===== src/rtl/tabla_verdad_captura.sv =====
// tabla_verdad_captura: sweeps every N-bit input vector into a combinational block,
// captures its single output into a 2^N-bit truth table and compares it to a golden table.
module tabla_verdad_captura #(
    parameter int N = 4,
    parameter int SETTLE = 1,
    parameter logic [2**N-1:0] EXPECTED = '0
) (
    input  logic            clk,
    input  logic            rst,
    input  logic            start,
    input  logic            x,
    output logic [N-1:0]    vec,
    output logic [2**N-1:0] tabla,
    output logic            busy,
    output logic            done,
    output logic            ok
);
    localparam int CW = SETTLE > 1 ? $clog2(SETTLE) : 1;
    typedef enum logic [1:0] {ST_IDLE, ST_WAIT, ST_DONE} state_t;
    state_t state;
    logic [CW-1:0] cnt;
    always_ff @(posedge clk or posedge rst) begin
        if (rst) begin
            state <= ST_IDLE;
            cnt   <= '0;
            vec   <= '0;
            tabla <= '0;
            busy  <= 1'b0;
            done  <= 1'b0;
            ok    <= 1'b0;
        end else begin
            case (state)
                ST_IDLE: if (start) begin
                    state <= ST_WAIT;
                    vec   <= '0;
                    cnt   <= '0;
                    tabla <= '0;
                    ok    <= 1'b0;
                    busy  <= 1'b1;
                end
                // terminal check precedes the increment so vec never wraps mid-sweep
                ST_WAIT: if (cnt == CW'(SETTLE - 1)) begin
                    tabla[vec] <= x;
                    cnt        <= '0;
                    if (vec == '1) begin
                        state <= ST_DONE;
                        busy  <= 1'b0;
                        done  <= 1'b1;
                    end else begin
                        vec <= vec + 1'b1;
                    end
                end else begin
                    cnt <= cnt + 1'b1;
                end
                ST_DONE: begin
                    ok    <= tabla == EXPECTED;
                    vec   <= '0;
                    done  <= 1'b0;
                    state <= ST_IDLE;
                end
                default: state <= ST_IDLE;
            endcase
        end
    end
endmodule


===== config.mk =====
export PLATFORM = sky130hd
export DESIGN_NAME = tabla_verdad_captura
export DESIGN_NICKNAME = d
export VERILOG_FILES = /design/src/rtl/tabla_verdad_captura.sv
export SDC_FILE = /design/constraint.sdc
export NUM_CORES = 1
export LEC_CHECK = 0
export BUFFER_PORTS_ARGS = -buffer_cell sky130_fd_sc_hd__clkbuf_2
export CORE_AREA = 2 2 66 68
export DETAILED_ROUTE_END_ITERATION = 12
export DIE_AREA = 0 0 68 70
export HOLD_SLACK_MARGIN = 0.15
export PLACE_DENSITY = 0.53
export SYNTH_ARGS = -nofsm -noshare
export SYNTH_HDL_FRONTEND = slang
export SYNTH_SLANG_ARGS = --single-unit

===== constraint.sdc =====
create_clock -name clk -period 3.8 [get_ports clk]
set_input_delay 0.38 -clock clk [delete_from_list [all_inputs] [get_ports clk]]
set_output_delay 0.38 -clock clk [all_outputs]
set_load 0.02 [all_outputs]

==> impl_results.md <==
* Gate count of the mapped netlist at 147
* Final antenna-violating net count at 0
* Final antenna diode count at 0
* CTS sink count at 25
* Synth Area in Adders at 4.51%
* Clk Latency, worst-skew pair at 260 ps
* Initial antenna violation count at 0
* Worst R2R End: tabla[4]$_DFFE_PP0P_
* Grt ovf at 0
* DIE WIDTH at 68 um
* Vias at 1,201
* Post-synthesis mux area share at 0%
* Setup-failing EPs final at 0
* RSZ-0062 raised after global routing: false
* Port Buffer Count at 26
* Synth area leader: dfrtp_1
* Run status: finished clean
* Relative slew margins at 33.2%
* WL final at 3330 um
* CTS Buffer Depth at 2
* Drt pass-1 iters at 4
* Netlist cell types at 30
* Worst setup path class: register to register
* Critical Path End Type: register
* Final Skew at 2.30 ps
* CTS Hold Bufs at 0
* Register bit total from synthesis at 25
* Placer congestion estimate at 0.808
* Share of layout cells above drive strength 1 at 19.2%
* Tot Pwr at 1.43 mW
* Syn_area_per_cell at 9.44 um2
* Simple-Gate Fraction of Synth Area at 19.1%
* Starting Density at 33.5%
* # H-tree levels at 1
* Seq/Total Area, Yosys at 45.1%
* Peak VDD IR at 0.281 mV
* Final #Nets at 177
* CTS Buf Count at 3
* FF-to-FF Start: state[0]$_DFFE_PP0P_
* Pin count of the biggest net entering global routing at 27
* DRT iter0 DRCs at 103
* Yosys warns at 0
* Setup TNS at 0 ps
* Core Region at 4140 um2
* Final hold vios at 0
* Most common cell after layout, fill and taps aside: clkbuf_2
* # fillers at 434
* Worst reg2reg path depth at 3
* Via density at 5.48
* DRC errors left at 0
* CP arrival at 1940 ps
* FP Rows at 24
* Vias in the first global route at 1,094
* Critical path startpoint category: register
* Hpwl dp at 2390 um
* DIE AREA at 4760 um2
* Share of the synthesized area in the top cell type at 45.1%
* Die H at 70 um
* Synthesis-to-finish area growth at 13.2%
* FMAX at 570 MHz
* WL/cell at 15.2 um
* Met1 Track Usage GR at 22.0%
* HP Class: input port to async pin
* CP required at 3980 ps
* PD cells at 913 nW/um2
* Gr busiest metal: met2
* Synth Area in Compound Gates at 23.6%
* I/O Pins at 27
* GR met2 Demand/Resource at 23.0%
* Met3 Use GR at 2.58%
* First-pass GRT wire length at 5460 um
* Largest family of logic cells by synthesized area: compound AO/OA/AOI/OAI gates
* Quantity of gates resized following cts at 0
* Max-slew violations at 0
* Tcrit/Tclk final at 46.2%
* Root Driver: clkbuf_8
* Area of the mapped netlist at 1390 um2
* P_leak at 0.705 nW
* Setup Buffers After CTS at 0
* Area contributors post-synth: dfrtp_1, o21ai_0, ha_1, nand3b_1, o22ai_1
* CTS clk-pin slew, worst paths at 90 ps
* Minimum clock period at 1750 ps
* Worst-Margin Slew at 1000 ps
* Syn nets at 156
* Gr usage total at 15.1%
* Commonest non-fill, non-tap cells in the layout: clkbuf_2, dfrtp_1, o21ai_0, inv_1, a21oi_1
* XOR/XNOR Fraction of Synth Area at 0%
* Max-cap violations at 0
* CTS tree: built
* Register-to-register setup slack at 2050 ps
* CP Max Fanout at 18
## critical path: stages, from the launching register on
cell and delay (ps):
dfrtp_1 650, nor2b_1 680, a21oi_1 140, o22ai_1 200
## stage by stage
stage	hold WS, ps	setup WS (ps)	cells	utilization, %	area (um2)
CTS	349	2100	219	37.9	1570
global placement	466	2180	215	36.8	1530
detailed placement	471	2110	215	36.8	1530
finish	322	2050	219	37.9	1570
global route	405	1980	219	37.9	1570
floorplan	407	2280	147	-	1390
## power breakdown
part	switching [mW]	leakage, nW	internal, mW	total [mW]
sequential	0.160	0.319	0.369	0.529
clock	0.0820	0.0228	0.0749	0.157
combinational	0.454	0.364	0.294	0.748
total	0.696	0.705	0.738	1.43
## how the worst max path moves through the flow
stage                                    start              endpoint  depth (start not counted)
after CTS                 state[0]$_DFFE_PP0P_  tabla[4]$_DFFE_PP0P_                          3
after detailed placement  state[0]$_DFFE_PP0P_  tabla[4]$_DFFE_PP0P_                          3
after global routing        vec[3]$_DFFE_PP0P_                vec[3]                          1
final                     state[0]$_DFFE_PP0P_  tabla[4]$_DFFE_PP0P_                          3
after global placement    state[0]$_DFFE_PP0P_  tabla[9]$_DFFE_PP0P_                          3
after floorplan             vec[1]$_DFFE_PP0P_    vec[3]$_DFFE_PP0P_                          4
## Yosys cell counts
cell and number:
o2bb2a_1 1, nand2b_1 4, o211ai_1 2, nand4_1 1, and3_1 2, dfrtp_1 25, nor2b_1 1, inv_1 13
a21oi_1 11, buf_2 7, o41ai_2 1, a32oi_1 1, a32o_1 4, o21bai_1 2, nor4_1 3, and3b_1 2
o21ba_2 1, buf_4 3, o22ai_1 9, nand3b_1 8, or4_4 1, o21ai_0 13, ha_1 5, a22o_1 2
nor3b_1 4, o21ai_1 2, nor2_1 3, nand3_1 8, o311ai_0 1, nand2_1 7
## sequential cells by signal (all words and copies together) (netlist names)
register / count
state: 2
busy: 1
ok: 1
vec: 4
tabla: 16
done: 1
## routing by layer
layer  share of wire (%)  wire (um)
met2                  48       1610
met4                0.39         13
met1                  45       1510
met3                 6.0        200
met5                   0          0
## area by class of cell
class / count / area, um2 / share of cell area, %
clock buffers: 4 / 45.0 / 2.87
inverters: 13 / 48.8 / 3.11
multi-input cells: 99 / 656 / 41.8
flip-flops and latches: 25 / 626 / 39.8
well taps: 52 / 65.1 / 4.14
repair buffers: 26 / 130 / 8.29
## cells by family after synthesis
family                   count (synthesis)
AO/OA/AOI/OAI                           50
adder cells (fa/ha/maj)                  5
buffers and inverters                   23
flip-flops                              25
AND/OR/NAND/NOR                         44
No activity file was read; power rests on OpenSTA's default activity.
